===== src/rtl/spike_detect_pkg.sv =====
// Shared types and defaults for the spike detector.
// Arm/dump state encodings and the channel geometry defaults.
package spike_detect_pkg;

   localparam int          NUM_CH_DEF = 35;
   localparam int          CH_W_DEF   = 6;
   localparam logic [15:0] MEDIAN     = 16'h7FFF;

   typedef enum logic [1:0] {
      UNARMED,
      LOAD,
      ARMED
   } arm_state_t;

   typedef enum logic {
      D_IDLE,
      D_SEND
   } dump_state_t;

endpackage


===== src/rtl/spike_bin_dump.sv =====
// Captures a closed count bin into a shadow array and streams it out
// one channel per cycle; bins closing mid-stream are dropped.
module spike_bin_dump
   import spike_detect_pkg::*;
#(
   parameter int NUM_CH = NUM_CH_DEF,
   parameter int CH_W   = CH_W_DEF,
   parameter int CNT_W  = 8
) (
   input  logic                          clk,
   input  logic                          rst_n,
   input  logic                          dump,
   input  logic [NUM_CH-1:0][CNT_W-1:0]  snap,
   output logic [CNT_W-1:0]              count_o,
   output logic                          count_v,
   output logic [CH_W-1:0]               count_ch,
   output logic                          overrun
);

   localparam logic [CH_W-1:0] LAST_CH = CH_W'(NUM_CH - 1);

   dump_state_t                  state;
   dump_state_t                  state_nx;
   logic [NUM_CH-1:0][CNT_W-1:0] shadow;
   logic [CH_W-1:0]              nx_ch;

   assign nx_ch = count_ch + CH_W'(1);

   always_comb begin
      state_nx = state;
      unique case (state)
         D_IDLE: if (dump) state_nx = D_SEND;
         D_SEND: if (count_ch == LAST_CH) state_nx = D_IDLE;
      endcase
   end

   always_ff @(posedge clk or negedge rst_n) begin
      if (!rst_n) begin
         state    <= D_IDLE;
         count_v  <= 1'b0;
         count_ch <= '0;
         count_o  <= '0;
         overrun  <= 1'b0;
      end else begin
         state <= state_nx;
         if (dump && state == D_SEND)
            overrun <= 1'b1;
         unique case (state)
            D_IDLE: begin
               if (dump) begin
                  count_v  <= 1'b1;
                  count_ch <= '0;
                  count_o  <= snap[0];
               end
            end
            D_SEND: begin
               if (count_ch == LAST_CH) begin
                  count_v <= 1'b0;
               end else begin
                  count_ch <= nx_ch;
                  count_o  <= shadow[nx_ch];
               end
            end
         endcase
      end
   end

   // Shadow holds no reset: it is only read after a capture.
   always_ff @(posedge clk) begin
      if (state == D_IDLE && dump)
         shadow <= snap;
   end

endmodule


===== src/rtl/spike_detect.sv =====
// Per-channel threshold-crossing spike detector with refractory
// hold-off and binned spike counts streamed out per frame bin.
module spike_detect
   import spike_detect_pkg::*;
#(
   parameter int NUM_CH  = NUM_CH_DEF,
   parameter int CH_W    = CH_W_DEF,
   parameter int BIN_LEN = 1000,
   parameter int REFRACT = 30,
   parameter int CNT_W   = 8
) (
   input  logic             clk,
   input  logic             rst_n,
   input  logic [15:0]      raw_data_in,
   input  logic             raw_data_valid,
   input  logic [CH_W-1:0]  channel,
   input  logic [15:0]      threshold_i,
   input  logic             threshold_v,
   input  logic             cal_finish,
   output logic             spike_o,
   output logic [CH_W-1:0]  spike_ch,
   output logic [CNT_W-1:0] count_o,
   output logic             count_v,
   output logic [CH_W-1:0]  count_ch,
   output logic             armed,
   output logic             overrun
);

   localparam int              RW      = $clog2(REFRACT + 1);
   localparam int              FW      = $clog2(BIN_LEN + 1);
   localparam logic [CH_W-1:0] LAST_CH = CH_W'(NUM_CH - 1);
   localparam logic [CNT_W-1:0] CNT_MAX = '1;

   arm_state_t                   arm_q;
   arm_state_t                   arm_nx;
   logic [CH_W-1:0]              wr_idx;
   logic [NUM_CH-1:0][15:0]      thr;
   logic [NUM_CH-1:0]            prev_below;
   logic [NUM_CH-1:0][RW-1:0]    refr;
   logic [NUM_CH-1:0][CNT_W-1:0] cnt;
   logic [NUM_CH-1:0][CNT_W-1:0] cnt_nx;
   logic [FW-1:0]                frame;
   logic                         in_range;
   logic                         below;
   logic                         hit;
   logic                         frame_end;
   logic                         dump;

   assign armed     = (arm_q == ARMED);
   assign in_range  = raw_data_valid &&
                      ({1'b0, channel} < (CH_W + 1)'(NUM_CH));
   // Reads the registered threshold, so a same-cycle write is not seen.
   assign below     = raw_data_in < thr[channel];
   assign hit       = armed && in_range && below &&
                      !prev_below[channel] &&
                      (refr[channel] == '0);
   assign frame_end = armed && raw_data_valid && (channel == LAST_CH);
   assign dump      = frame_end && (frame == FW'(BIN_LEN - 1));

   always_comb begin
      arm_nx = arm_q;
      unique case (arm_q)
         UNARMED: if (threshold_v) arm_nx = LOAD;
         LOAD:    if (cal_finish)  arm_nx = ARMED;
         ARMED:   arm_nx = ARMED;
         default: arm_nx = UNARMED;
      endcase
   end

   // Counts including the current spike; this is what a dump captures.
   always_comb begin
      cnt_nx = cnt;
      if (hit && cnt[channel] != CNT_MAX)
         cnt_nx[channel] = cnt[channel] + CNT_W'(1);
   end

   always_ff @(posedge clk) begin
      if (threshold_v)
         thr[wr_idx] <= threshold_i;
   end

   always_ff @(posedge clk or negedge rst_n) begin
      if (!rst_n) begin
         arm_q      <= UNARMED;
         wr_idx     <= '0;
         prev_below <= '0;
         refr       <= '0;
         cnt        <= '0;
         frame      <= '0;
         spike_o    <= 1'b0;
         spike_ch   <= '0;
      end else begin
         arm_q   <= arm_nx;
         spike_o <= hit;
         if (hit)
            spike_ch <= channel;
         if (cal_finish)
            wr_idx <= '0;
         else if (threshold_v && wr_idx != LAST_CH)
            wr_idx <= wr_idx + CH_W'(1);
         if (in_range) begin
            prev_below[channel] <= below;
            if (hit)
               refr[channel] <= RW'(REFRACT);
            else if (refr[channel] != '0)
               refr[channel] <= refr[channel] - RW'(1);
         end
         cnt <= dump ? '0 : cnt_nx;
         if (frame_end)
            frame <= dump ? '0 : frame + FW'(1);
      end
   end

   spike_bin_dump #(
      .NUM_CH (NUM_CH),
      .CH_W   (CH_W),
      .CNT_W  (CNT_W)
   ) u_dump (
      .clk      (clk),
      .rst_n    (rst_n),
      .dump     (dump),
      .snap     (cnt_nx),
      .count_o  (count_o),
      .count_v  (count_v),
      .count_ch (count_ch),
      .overrun  (overrun)
   );

endmodule


===== config.mk =====
export PLATFORM = sky130hd
export DESIGN_NAME = spike_detect
export DESIGN_NICKNAME = d
export VERILOG_FILES = /design/src/rtl/spike_detect_pkg.sv /design/src/rtl/spike_bin_dump.sv /design/src/rtl/spike_detect.sv
export SDC_FILE = /design/constraint.sdc
export NUM_CORES = 2
export LEC_CHECK = 0
export BUFFER_PORTS_ARGS = -buffer_cell sky130_fd_sc_hd__clkbuf_2
export CAP_MARGIN = 15
export CORE_MARGIN = 3
export CORE_UTILIZATION = 60
export CTS_CLUSTER_SIZE = 40
export DETAILED_ROUTE_END_ITERATION = 12
export PLACE_DENSITY_LB_ADDON = 0.08
export RECOVER_POWER = 50
export SLEW_MARGIN = 30
export SYNTH_ARGS = -nofsm -noshare
export SYNTH_HDL_FRONTEND = slang
export SYNTH_HIERARCHICAL = 1
export SYNTH_SLANG_ARGS = --single-unit

===== constraint.sdc =====
create_clock -name clk -period 24.4 [get_ports clk]
set_clock_uncertainty 0.2 [all_clocks]
set_input_delay 0 -clock clk [delete_from_list [all_inputs] [get_ports clk]]
set_output_delay 0 -clock clk [all_outputs]
set_load 0.02 [all_outputs]

==> results.toml <==
[status]
outcome = "finished with violations"
violations = "max-capacitance violations, max-slew violations"

[place]
dpl-instance-area_sq_um = 63300
place_ws_ns = 16.40
place.gp.congestion = 0.903
numPortBuffers = 66
dp.final_hpwl_um = 121000

[cts]
htreeDepth = 4
clk_pin_slew_ns = 0.06
clk_latency_ns = 0.79
root_buffer = "clkbuf_16"
cts_buffers = 143
cts.path.max_buffers = 3
cts_num_sinks = 1372
cts_tree = "done"

[flow_run]
maxCapViolations = 25

[floorplan]
start_util = 0.610
fp.dieW_um = 326
die_area_sq_um = 106000
die_height_um = 326
rows = 116
coreArea_sq_um = 101000
io_pins = 67

[pwr]
power.total_w = 0.00520
power.internal_w = 0.00393
p_switching_w = 0.00127
ir_drop_mv = 0.0667
pwr-share-comb = 0.082
power_frac_clock = 0.426
seqPwrFrac = 0.492
power.density_nw_per_um2 = 76.2
p_sw_frac = 0.244
p_leak_nw = 26.4

[timing]
setup_viol = 0
fmaxAchievable_mhz = 127
timing.final.hold_violations = 0
tightest_slew_ns = 5.50
grt_setup_unrepaired = "no"
drv_slew = 908
fin_crit_sh = 0.323
final.setup.tns_ns = 0
relSlewSlack = -2.67
finalCriticalPeriod_ns = 7.89
fin_ws_ns = 16.51

[routing]
drc = 0
wl_per_cell_um = 31.9
routed_wl_um = 198000
antenna_left = 0
vias = 43470
avgViaCountPerCell = 7.02
drt_iter0_drc = 5742
drtPass1Iterations = 8

[global_routing]
grt_usage = 0.370
grt_overflow = 0
grt_max_degree = 181
grt_pass1_vias = 41649
grt_first_pass_wirelength_um = 288000
antenna_found_initial = 3

[yosys]
yosysWarningCount = 6
synth_cell_types = 93
synth_seq_cells = 1372
yosys-top-cells-area = "edfxtp_1 41%, dfrtp_1 22%, mux2_2 5.4%"
synthCells = 4697
netlist_area_sq_um = 61500
synth_largest_area_cell = "edfxtp_1"
async_reset_ff_frac = 0.388
synth_edf_count = 840
synth_flop_cell = "edfxtp_1"
ys_seq_area_frac = 0.627
synth.avg_cell_area_sq_um = 13.1
synth_nets = 4765
synth_top_area_share = 0.410

[worst_setup_path]
cp_data_arrival_time_ns = 8.22
path_max_fanout = 68
worstPathRequired_ns = 24.73
crit_type = "in -> reg"
start_kind = "input pin"
crit_path_end_kind = "flop"

[final_layout]
drive_gt1_frac = 0.173
fin_area_sq_um = 68300
utilization = 0.677
nNetsFinal = 4778
area_delta_synth_final_pct = 11.0

[min_path]
hold_path_class = "in -> reg"
[worst max-delay path, cell delays in order]
cell,delay (ns)
dlygate4sd3_1,0.56
buf_8,0.50
buf_4,0.59
buf_4,0.63
and3b_2,0.44
buf_4,0.45
a22o_1,0.35
a221oi_1,0.24
a31oi_1,0.12
a21oi_1,0.22
nor2_1,0.06
a221oi_1,0.32
ha_1,0.32
a21oi_1,0.15
o221ai_1,0.13
a21oi_1,0.43
o211ai_4,0.11
buf_4,0.28
a211oi_4,0.19
buf_4,0.69
nand3_1,0.76
mux2_2,0.51
[stage by stage]
stage	std cells	hold slack, ns
2_1_floorplan	4697	-0.496
3_3_place_gp	5889	-0.110
3_5_place_dp	5889	-0.107
4_1_cts	6185	0.0271
5_1_grt	6186	0.0901
6_report	6191	0.0792
[cells by family (layout without fill, tap and decap cells)]
kind of cell | after synthesis | after routing | share of synthesized area
DFF | 1372 | 1372 | 0.627
AOI/OAI and AO/OA | 1291 | 1291 | 0.139
and+or+nand+nor | 901 | 901 | 0.0676
muxes | 622 | 622 | 0.125
buffers and inverters | 463 | 595 | 0.0329
adders and majority gates | 25 | 25 | 0.00509
xor gates and xnor gates | 23 | 23 | 0.00358
other | 0 | 5 | 0
[layout make-up]
type                            count  area [sq um]
Clock buffer                      206          3990
Inverter                           67           262
Multi-Input combinational cell   2862         21200
Tap cell                         1357          1700
Clock inverter                     58           771
Antenna cell                        5          12.5
Sequential cell                  1372         38500
Fill cell                        7235         32600
Timing Repair Buffer              264          1800
[per-layer routing]
layer | GRT usage | wire length (um) | vias to the layer above | share of wire
li1 | - | - | 18061 | -
met1 | 0.505 | 74800 | 21973 | 0.38
met2 | 0.564 | 90100 | 2850 | 0.46
met3 | 0.0784 | 21400 | 584 | 0.11
met4 | 0.191 | 11300 | 2 | 0.057
met5 | 0 | 17 | - | 0.000086
[repair_timing]
action                                 in CTS  in global routing
gates resized for setup                     0                  0
setup buffers                               0                  0
hold buffers                               32                  0
endpoints found under the hold margin    1126                  0
[power by group through the flow]
stage / combinational, W / sequential (W) / clock, W
after floorplan: 0.000231 / 0.00260 / 0
after global placement: 0.000408 / 0.00260 / 0
after detailed placement: 0.000413 / 0.00260 / 0
after CTS: 0.000419 / 0.00256 / 0.00223
after global routing: 0.000449 / 0.00257 / 0.00232
final: 0.000425 / 0.00256 / 0.00222
[cell usage in the layout (no fill, tap or decap), drive strengths merged, types with 15 or more instances in the layout]
cell | Yosys | layout
a2111oi | 28 | 28
a211oi | 43 | 43
a21oi | 208 | 208
a221oi | 91 | 91
a22o | 24 | 24
a22oi | 115 | 115
a31oi | 30 | 30
and2 | 49 | 49
buf | 139 | 138
clkbuf | 257 | 301
clkinv | 3 | 40
dfrtp | 532 | 532
dlygate4sd3 | 0 | 31
edfxtp | 840 | 840
ha | 25 | 25
inv | 64 | 70
mux2 | 297 | 297
mux2i | 239 | 239
mux4 | 86 | 86
nand2 | 411 | 411
nand3 | 66 | 66
nand4 | 28 | 28
nor2 | 205 | 205
nor2b | 17 | 17
o2111ai | 26 | 26
o211ai | 41 | 41
o21ai | 445 | 445
o221ai | 21 | 21
o22a | 17 | 17
o22ai | 33 | 33
o31ai | 63 | 63
or3 | 26 | 26
xnor2 | 15 | 15
[cell usage after synthesis, drive strengths merged, types with 8 or more instances]
master and number:
buf 139, and3 14, o2bb2ai 14, nor2 205, xnor2 15, ha 25, o22ai 33, nor3 14
xor2 8, or2 8, o31ai 63, a22oi 115, a41oi 11, nand2b 12, o2111ai 26, a2111oi 28
o211ai 41, edfxtp 840, or3 26, mux4 86, mux2 297, clkbuf 257, o21ai 445, o221ai 21
a221o 13, and2 49, a31oi 30, a21oi 208, nand3b 14, nand4 28, nor4 10, nor2b 17
o22a 17, inv 64, a211oi 43, nand3 66, mux2i 239, dfrtp 532, nand2 411, a221oi 91
a22o 24, o311ai 9, a31o 9
[worst paths after layout]
| check | cells past startpoint | slack (ns) | end | startpoint |
|---|---|---|---|---|
| max | 22 | 16.51 | u_dump/shadow[224] | channel[2] |
| min | 5 | 0.08 | wr_idx[4] | threshold_v |
| max reg2reg | 19 | 18.23 | u_dump/shadow[224] | thr[358] |
| min reg2reg | 1 | 0.26 | u_dump/overrun | u_dump/overrun |
| max in group asynchronous | 5 | 17.21 | refr[148] | rst_n |
| min in group asynchronous | 4 | 1.56 | cnt[89] | rst_n |
[flip-flops by register name (all words and copies together), names as in the netlist, 2 cells and up]
signal	flops
u_dump/count_o	8
refr	175
u_dump/count_ch	6
prev_below	35
frame	10
wr_idx	6
thr	560
arm_q	2
spike_ch	6
u_dump/shadow	280
cnt	280
(Power assumes the default switching activity.)
